File: src/rtl/tick_period_monitor.sv
// -----------------------------------------------------------------------------
// tick_period_monitor
//
// Receive-side rate checker for a single-cycle tick strobe. It measures the
// number of i_clk cycles between rising edges of i_tick and compares each
// measurement against EXPECTED_PERIOD +/- TOLERANCE. After LOCK_COUNT
// consecutive good periods it reports lock. It also flags bad periods and
// ticks that stop arriving altogether.
//
// Parameters:
//   CNT_WIDTH       width of the interval counter and o_period
//   EXPECTED_PERIOD nominal tick period in i_clk cycles
//   TOLERANCE       allowed absolute deviation from EXPECTED_PERIOD
//   LOCK_COUNT      consecutive good periods needed for o_locked (>= 1)
//
// Ports:
//   i_clk          system clock
//   i_rst          synchronous reset, active-high
//   i_tick         tick strobe (rising edge counts, level ignored)
//   o_period       last measured period in cycles
//   o_period_valid one-cycle pulse when o_period updates
//   o_locked       high while the tick rate is within tolerance
//   o_error        one-cycle pulse on an out-of-tolerance period
//   o_timeout      one-cycle pulse when the counter saturates with no edge
// -----------------------------------------------------------------------------
module tick_period_monitor #(
    parameter int CNT_WIDTH       = 16,
    parameter int EXPECTED_PERIOD = 8,
    parameter int TOLERANCE       = 0,
    parameter int LOCK_COUNT      = 4
) (
    input  logic                 i_clk,
    input  logic                 i_rst,
    input  logic                 i_tick,
    output logic [CNT_WIDTH-1:0] o_period,
    output logic                 o_period_valid,
    output logic                 o_locked,
    output logic                 o_error,
    output logic                 o_timeout
);

    localparam int                 MW       = $clog2(LOCK_COUNT + 1);
    localparam int                 CW1      = CNT_WIDTH + 1;
    localparam logic [CNT_WIDTH-1:0] CNT_MAX  = {CNT_WIDTH{1'b1}};
    localparam logic [CNT_WIDTH-1:0] CNT_ZERO = {CNT_WIDTH{1'b0}};
    localparam logic [CNT_WIDTH-1:0] CNT_ONE  = CNT_WIDTH'(1);
    localparam logic [CW1-1:0]       EXP_W    = CW1'(EXPECTED_PERIOD);
    localparam logic [CW1-1:0]       TOL_W    = CW1'(TOLERANCE);
    localparam logic [MW-1:0]        LOCK_M   = MW'(LOCK_COUNT);
    localparam logic [MW-1:0]        M_ZERO   = {MW{1'b0}};
    localparam logic [MW-1:0]        M_ONE    = MW'(1);

    typedef enum logic [1:0] {
        ST_IDLE    = 2'd0,
        ST_MEASURE = 2'd1,
        ST_LOCKED  = 2'd2
    } state_e;

    state_e                state_q, state_d;
    logic                  tick_q;
    logic [CNT_WIDTH-1:0]  cnt_q, cnt_d;
    logic [MW-1:0]         match_q, match_d;
    logic [CNT_WIDTH-1:0]  period_q, period_d;
    logic                  valid_q, valid_d;
    logic                  locked_q, locked_d;
    logic                  error_q, error_d;
    logic                  timeout_q, timeout_d;

    logic                  edge_s;
    logic [CW1-1:0]        cnt_ext_s;
    logic [CW1-1:0]        diff_s;
    logic                  match_s;
    logic [MW-1:0]         match_inc_s;

    assign edge_s    = i_tick & ~tick_q;
    assign cnt_ext_s = {1'b0, cnt_q};

    // Absolute deviation of the current count from nominal, one bit wider so nothing wraps.
    always_comb begin
        if (cnt_ext_s >= EXP_W) begin
            diff_s = cnt_ext_s - EXP_W;
        end else begin
            diff_s = EXP_W - cnt_ext_s;
        end
        match_s = (diff_s <= TOL_W);
    end

    // Good-period streak, saturating at LOCK_COUNT.
    always_comb begin
        if (match_q >= LOCK_M) begin
            match_inc_s = LOCK_M;
        end else begin
            match_inc_s = match_q + M_ONE;
        end
    end

    // Next-state and next-output logic.
    always_comb begin
        state_d   = state_q;
        cnt_d     = cnt_q;
        match_d   = match_q;
        period_d  = period_q;
        valid_d   = 1'b0;
        error_d   = 1'b0;
        timeout_d = 1'b0;
        locked_d  = locked_q;

        case (state_q)
            ST_IDLE: begin
                // First edge only starts timing; no measurement yet.
                if (edge_s) begin
                    state_d = ST_MEASURE;
                    cnt_d   = CNT_ONE;
                end else begin
                    cnt_d   = CNT_ZERO;
                end
            end
            ST_MEASURE, ST_LOCKED: begin
                if (edge_s) begin
                    // Edge wins over saturation: a count of CNT_MAX is a real measurement.
                    cnt_d    = CNT_ONE;
                    period_d = cnt_q;
                    valid_d  = 1'b1;
                    if (match_s) begin
                        match_d = match_inc_s;
                        if (match_inc_s == LOCK_M) begin
                            state_d  = ST_LOCKED;
                            locked_d = 1'b1;
                        end else begin
                            state_d  = state_q;
                        end
                    end else begin
                        match_d  = M_ZERO;
                        error_d  = 1'b1;
                        locked_d = 1'b0;
                        state_d  = ST_MEASURE;
                    end
                end else if (cnt_q == CNT_MAX) begin
                    timeout_d = 1'b1;
                    locked_d  = 1'b0;
                    match_d   = M_ZERO;
                    cnt_d     = CNT_ZERO;
                    state_d   = ST_IDLE;
                end else begin
                    cnt_d = cnt_q + CNT_ONE;
                end
            end
            default: begin
                state_d  = ST_IDLE;
                cnt_d    = CNT_ZERO;
                match_d  = M_ZERO;
                locked_d = 1'b0;
            end
        endcase
    end

    // State and output registers with synchronous reset.
    always_ff @(posedge i_clk) begin
        if (i_rst) begin
            state_q   <= ST_IDLE;
            tick_q    <= 1'b0;
            cnt_q     <= CNT_ZERO;
            match_q   <= M_ZERO;
            period_q  <= CNT_ZERO;
            valid_q   <= 1'b0;
            locked_q  <= 1'b0;
            error_q   <= 1'b0;
            timeout_q <= 1'b0;
        end else begin
            state_q   <= state_d;
            tick_q    <= i_tick;
            cnt_q     <= cnt_d;
            match_q   <= match_d;
            period_q  <= period_d;
            valid_q   <= valid_d;
            locked_q  <= locked_d;
            error_q   <= error_d;
            timeout_q <= timeout_d;
        end
    end

    assign o_period       = period_q;
    assign o_period_valid = valid_q;
    assign o_locked       = locked_q;
    assign o_error        = error_q;
    assign o_timeout      = timeout_q;

endmodule

File: config.mk
export PLATFORM = sky130hd
export DESIGN_NAME = tick_period_monitor
export DESIGN_NICKNAME = d
export VERILOG_FILES = /design/src/rtl/tick_period_monitor.sv
export SDC_FILE = /design/constraint.sdc
export NUM_CORES = 1
export LEC_CHECK = 0
export CORE_MARGIN = 2
export CORE_UTILIZATION = 55
export CTS_CLUSTER_DIAMETER = 60
export DETAILED_ROUTE_END_ITERATION = 12
export GPL_TIMING_DRIVEN = 0
export PLACE_DENSITY = 0.78
export SKIP_LAST_GASP = 1
export SYNTH_ARGS = -nofsm -noshare
export SYNTH_HDL_FRONTEND = slang
export SYNTH_SLANG_ARGS = --single-unit
File: constraint.sdc
create_clock -name i_clk -period 5.93 [get_ports i_clk]
set_input_delay 1.779 -clock i_clk [delete_from_list [all_inputs] [get_ports i_clk]]
set_output_delay 1.779 -clock i_clk [all_outputs]
set_load 0.01 [all_outputs]
## Yosys cells after proc, flatten, opt, wreduce, memory -nomap -nowiden

Index checks and enable logic that the tools add are counted.
Widths: inputs -> output; s select.

| cells by class | value |
|---|---|
| add/subtract/negate cells | 4 |
| $lt $le $gt $ge | 3 |
| eq/ne operators | 7 |
| muxes and demuxes | 24 |
| bitwise logic cells | 5 |
| reduce and logical (&&, ||, !) cells | 9 |

Operator list:

| kind | number |
|---|---|
| $mux 16 | 2 |
| $pmux 16 s2 | 1 |
| $le 17x1->1 const B | 1 |
| $mux 17 | 1 |
| $sub 16x4->17 const B | 1 |
| $sub 4x16->17 const A | 1 |
| $add 16x1->16 const B | 1 |
| $eq 16x16->1 const B | 1 |
| $ge 16x4->1 const B | 1 |
| $mux 3 | 4 |
| $mux 2 | 5 |
| $mux 1 | 8 |
| $pmux 3 s2 | 1 |
| $reduce_and 3->1 | 2 |
| $reduce_or 3->1 | 2 |
| $ne 4x4->1 const B | 1 |
| $not 1->1 | 4 |
| $pmux 2 s2 | 1 |
| $reduce_and 2->1 | 2 |
| $reduce_or 2->1 | 2 |
| $add 3x1->3 const B | 1 |
| $eq 3x3->1 const B | 1 |
| $ge 3x3->1 const B | 1 |
| $ne 3x3->1 const B | 1 |
| other kinds (6) | 6 |

| word-level totals | value |
|---|---|
| register bits after elaboration | 42 |
| input port bits | 3 |
| output and inout bits | 20 |
| word-level logic and storage cells | 61 |

## Logic depth before layout (Yosys ltp)

Gate-level depths: netlist (run 1).

| depth | value |
|---|---|
| depth after elaboration | 7 |
| mapped depth | 9 |
| mapped depth without buffers | 8 |

## Least setup slack after synthesis (run 1)

OpenSTA, ideal clock, no wires.

| path | value |
|---|---|
| path type | input to register |
| start | input port i_tick |
| end | register state_q[0] |
| setup time | 116 ps |
| data arrival time | 2911 ps |
| path slack | 2904 ps |
| stages on the path | 8 |
| buffers on the path | 2 |
| cell sequence | nor2b_1 -> clkbuf_1 -> and2_1 -> buf_2 -> nand2b_1 -> nor3_1 -> a32o_1 -> a31o_1 |

| on the way | value |
|---|---|
| cells in the longest elaborated chain, start to end | 3 |
| elaborated cells between the ends (all ways) | 7 |

Ends and longest elaborated chain:

| item | line | source |
|---|---|---|
| start: declaration | 34 | `input logic i_tick,` |
| $and 1x1->1 (*) | 75 | `assign edge_s = i_tick & ~tick_q;` |
| $ne 4x4->1 (no line) (tied with other cells) | - |  |
| $reduce_and 3->1 (no line) / $pmux 2 s2 (equally long branches) | - |  |
| end signal: assignment | 170 | `state_q <= state_d;` |
| end: declaration | 59 | `state_e state_q, state_d;` |

Mark *: on every way between the ends. The rest lies on a longest branch, timed or not.
A chain may end at the register's enable or synchronous reset.

## Worst setup path after layout (run 1)

| path | value |
|---|---|
| start | input port i_tick |
| end | register period_q[8] (netlist: o_period[8]) |

| on the way | value |
|---|---|
| cells in the longest elaborated chain, start to end | 2 |

Ends and longest elaborated chain:

| item | line | source |
|---|---|---|
| $and 1x1->1 | 75 |  |
| $reduce_and 2->1 (no line) | - |  |
| end signal: assignment | 174 | `period_q <= period_d;` |
| end: declaration | 63 | `logic [CNT_WIDTH-1:0] period_q, period_d;` |

Every way passes these cells.

==> results of run 1 <==
power by group through the flow:
stage / combinational (W) / sequential [W] / clock [W]
finish: 0.0000371 / 0.000287 / 0.000197
global route: 0.0000419 / 0.000287 / 0.000213
CTS: 0.0000371 / 0.000287 / 0.000198
detailed placement: 0.0000369 / 0.000294 / 0
global placement: 0.0000366 / 0.000293 / 0
floorplan: 0.0000276 / 0.000293 / 0
synth_stat cells (all sizes together):
library cell,number
nand2b,6
nand4,4
nor4,6
a2111oi,1
a31oi,2
nand3,10
nor2,21
a221o,1
o32ai,1
and2,3
nor4b,1
nor2b,3
buf,10
nand2,43
a22oi,1
inv,15
and4b,1
mux2i,1
a21boi,1
a32oi,1
a32o,1
clkbuf,7
a31o,1
nand4b,2
a211oi,3
o31ai,1
o21a,2
or4,4
nor3,9
nand3b,1
a21oi,20
o21ai,4
dfxtp,42
ha,9
and3,2
xnor2,8
a2bb2oi,1
or3,2
xor2,7
o311ai,1
path summary, 6_finish.rpt:
kind                              from  cells past startpoint                         to
min reg2reg  o_period[15]$_SDFFE_PP0P_                      2  o_period[15]$_SDFFE_PP0P_
max reg2reg        cnt_q[3]$_SDFF_PP0_                      9    state_q[1]$_SDFFE_PP0P_
max                             i_tick                      8   o_period[8]$_SDFFE_PP0P_
min          o_period[15]$_SDFFE_PP0P_                      2  o_period[15]$_SDFFE_PP0P_
metrics by stage:
| stage | worst slack [ps] | hold WS, ps | instances | total power [W] |
|---|---|---|---|---|
| 2_1_floorplan | 2900 | 462 | 259 | 0.000321 |
| 3_3_place_gp | 2290 | 446 | 328 | 0.000330 |
| 3_5_place_dp | 2270 | 449 | 328 | 0.000330 |
| 4_1_cts | 2570 | 460 | 336 | 0.000521 |
| 5_1_grt | 2420 | 482 | 336 | 0.000542 |
| 6_report | 2570 | 460 | 336 | 0.000521 |
final cells by class:
class	instances	area share
tap	48	0.0240
clock buffer	6	0.0330
sequential	42	0.335
clock inverter	2	0.00499
buffer	17	0.0325
inverter	15	0.0225
timing repair buffer	21	0.0839
multi-input combinational	185	0.464
cells by family after synthesis:
kind of cell / synth area share
and+or+nand+nor: 0.295
AOI/OAI and AO/OA: 0.129
DFF: 0.393
buffers and inverters: 0.0643
xor gates and xnor gates: 0.0614
adders and majority gates: 0.0526
muxes: 0.00468
metal layers:
layer | share of wire | routed length, µm
met1 | 0.48 | 2240
met2 | 0.44 | 2090
met3 | 0.066 | 312
met4 | 0.012 | 55
met5 | 0 | 0
sequential cells by signal (all words and copies together) (netlist names):
register,flops
o_locked,1
match_q,3
o_timeout,1
cnt_q,16
o_period_valid,1
o_period,16
state_q,2
tick_q,1
o_error,1
worst reg2reg max path: cells and delay by family (launching register included):
kind	cells	cell delay (ps)
AND/OR/NAND/NOR	4	1060
AO/OA/AOI/OAI	2	550
buffers and inverters	2	520
flip-flops	1	400
adder cells (fa/ha/maj)	1	270
==> flow_metrics.env, run 1 <==
export IMPL_cp_slowest_cell="clkdlybuf4s50_1"
export IMPL_core_area_um2=3690
export IMPL_viasPerCell=5.61
export IMPL_mostFrequentLayoutCell="nand2_1"
export IMPL_clock_latency_ps=300
export IMPL_hold_buffers=0
export IMPL_cts_resized=0
export IMPL_max_stage_delay_ps=470
export IMPL_syn_num_nets=271
export IMPL_worstPathMaxFanout=10
export IMPL_synth_top_cell_area_share=0.393
export IMPL_required_ps=6160
export IMPL_nFillCells=318
export IMPL_crit_arrival_ps=3580
export IMPL_cp_top_family="buffers and inverters"
export IMPL_cts_reportedPaths_clkPinSlew_ps=80
export IMPL_post_cts_buffers=0
export IMPL_mappedNetlistArea_um2=2140
export IMPL_ant_nets=0
export IMPL_max_slew_worst_pin_slew_ps=564
export IMPL_maxSlewViolCount=0
export IMPL_fmax_ghz=0.298
export IMPL_antenna_found_initial=0
export IMPL_initial_core_util=0.580
export IMPL_synth_avg_cell_area_um2=8.27
export IMPL_synthCells=259
export IMPL_die_x_um=66.4
export IMPL_nNetsFinal=299
export IMPL_met1_usage=0.327
export IMPL_port_buffers=21
export IMPL_drtIter0Drc=122
export IMPL_yosys_top_cells_area="dfxtp_1 (39%), nand2_1 (7.5%), ha_1 (5.3%)"
export IMPL_wl_um=4700
export IMPL_utilization=0.679
export IMPL_cp_buffers_inverters=4
export IMPL_htree_levels=2
export IMPL_ys_warn_count=0
export IMPL_grt_pass1_wl_um=7890
export IMPL_ys_ff_latch=42
export IMPL_busiest_layer="met2"
export IMPL_hold_path_class="flop to flop"
export IMPL_use_met3=0.0460
export IMPL_clockBufferDepth=2
export IMPL_antenna_cells=0
export IMPL_p_sw_w=0.000130
export IMPL_vdd_drop_max_v=0.000151
export IMPL_syn2layout_area_growth_pct=17.1
export IMPL_drc=0
export IMPL_synth_cell_types=49
export IMPL_final_area_um2=2510
export IMPL_placed_cell_area_um2=2410
export IMPL_overflow=0
export IMPL_cts_buffers=5
export IMPL_cell_internal_pwr_w=0.000391
export IMPL_relSlewSlack=0.620
export IMPL_status="complete, no violations"
export IMPL_grt_total_usage=0.236
export IMPL_cts_root_buf="clkbuf_8"
export IMPL_fin_tns_setup_ps=0
export IMPL_maxCapViolCount=0
export IMPL_power_leakage_nw=0.897
export IMPL_seq_area_frac_synth=0.393
export IMPL_final_hold_violation_count=0
export IMPL_dr_pass1_iters=4
export IMPL_finClkSkew_ps=4.17
export IMPL_gp_congestion=0.838
export IMPL_vias=1886
export IMPL_regToRegSetupSlack_ps=3040
export IMPL_rows=22
export IMPL_drive_gt1_frac=0.0903
export IMPL_die_area_um2=4410
export IMPL_multi_input_area_um2=1160
export IMPL_cp_end_kind="flop"
export IMPL_grt_max_degree=14
export IMPL_setup_violations=0
export IMPL_pwr_share_comb=0.071
export IMPL_met2_usage=0.366
export IMPL_pin_count=23
export IMPL_cts_tree="done"
export IMPL_layout_common_cells="nand2_1 (43), dfxtp_1 (42), nor2_1 (21), clkdlybuf4s50_1 (21), a21oi_1 (19)"
export IMPL_die_y_um=66.4
export IMPL_min_period_ps=3360
export IMPL_grt_pass1_vias=1641
export IMPL_clkSinkCount=42
export IMPL_rsz0062_at_grt="no"
export IMPL_path_cells="clkdlybuf4s50_1, nor2b_1, clkbuf_1, and2_1, buf_2, buf_1, nand2_1, a21oi_1"
export IMPL_critPathKind="primary input to flop"
export IMPL_powerDensity_nw_per_um2=208
export IMPL_wl_per_cell_um=14.0
export IMPL_startpoint_type="primary input"
export IMPL_p_sw_frac=0.249
export IMPL_dp_final_hpwl_um=3350
export IMPL_regArea_um2=841
export IMPL_p_seq_frac=0.551
export IMPL_clock_power_share=0.378
export IMPL_yosysTopAreaCell="dfxtp_1"
export IMPL_fin_crit_sh=0.566
Note: power is estimated with default switching activity, not from simulation.
==> run 2: changes to the inputs <==
==> constraint.sdc (replaced) <==
create_clock -name i_clk -period 3.2 [get_ports i_clk]
set_input_delay 0.96 -clock i_clk [delete_from_list [all_inputs] [get_ports i_clk]]
set_output_delay 0.96 -clock i_clk [all_outputs]
set_load 0.01 [all_outputs]
==> results of run 2 <==
The final DEF is identical to that of run 1. Status: complete, no violations.
Among the figures that moved: setup slack after placement 2270 ps -> 343 ps; setup slack after layout 2570 ps -> 309 ps; start point of the critical path i_tick -> cnt_q[3]$_SDFF_PP0_; end point of the critical path o_period[8]$_SDFFE_PP0P_ -> state_q[1]$_SDFFE_PP0P_; register-to-register setup slack 3040 ps -> 310 ps; total power 0.000521 W -> 0.000965 W; worst IR drop on VDD 0.000151 V -> 0.000281 V
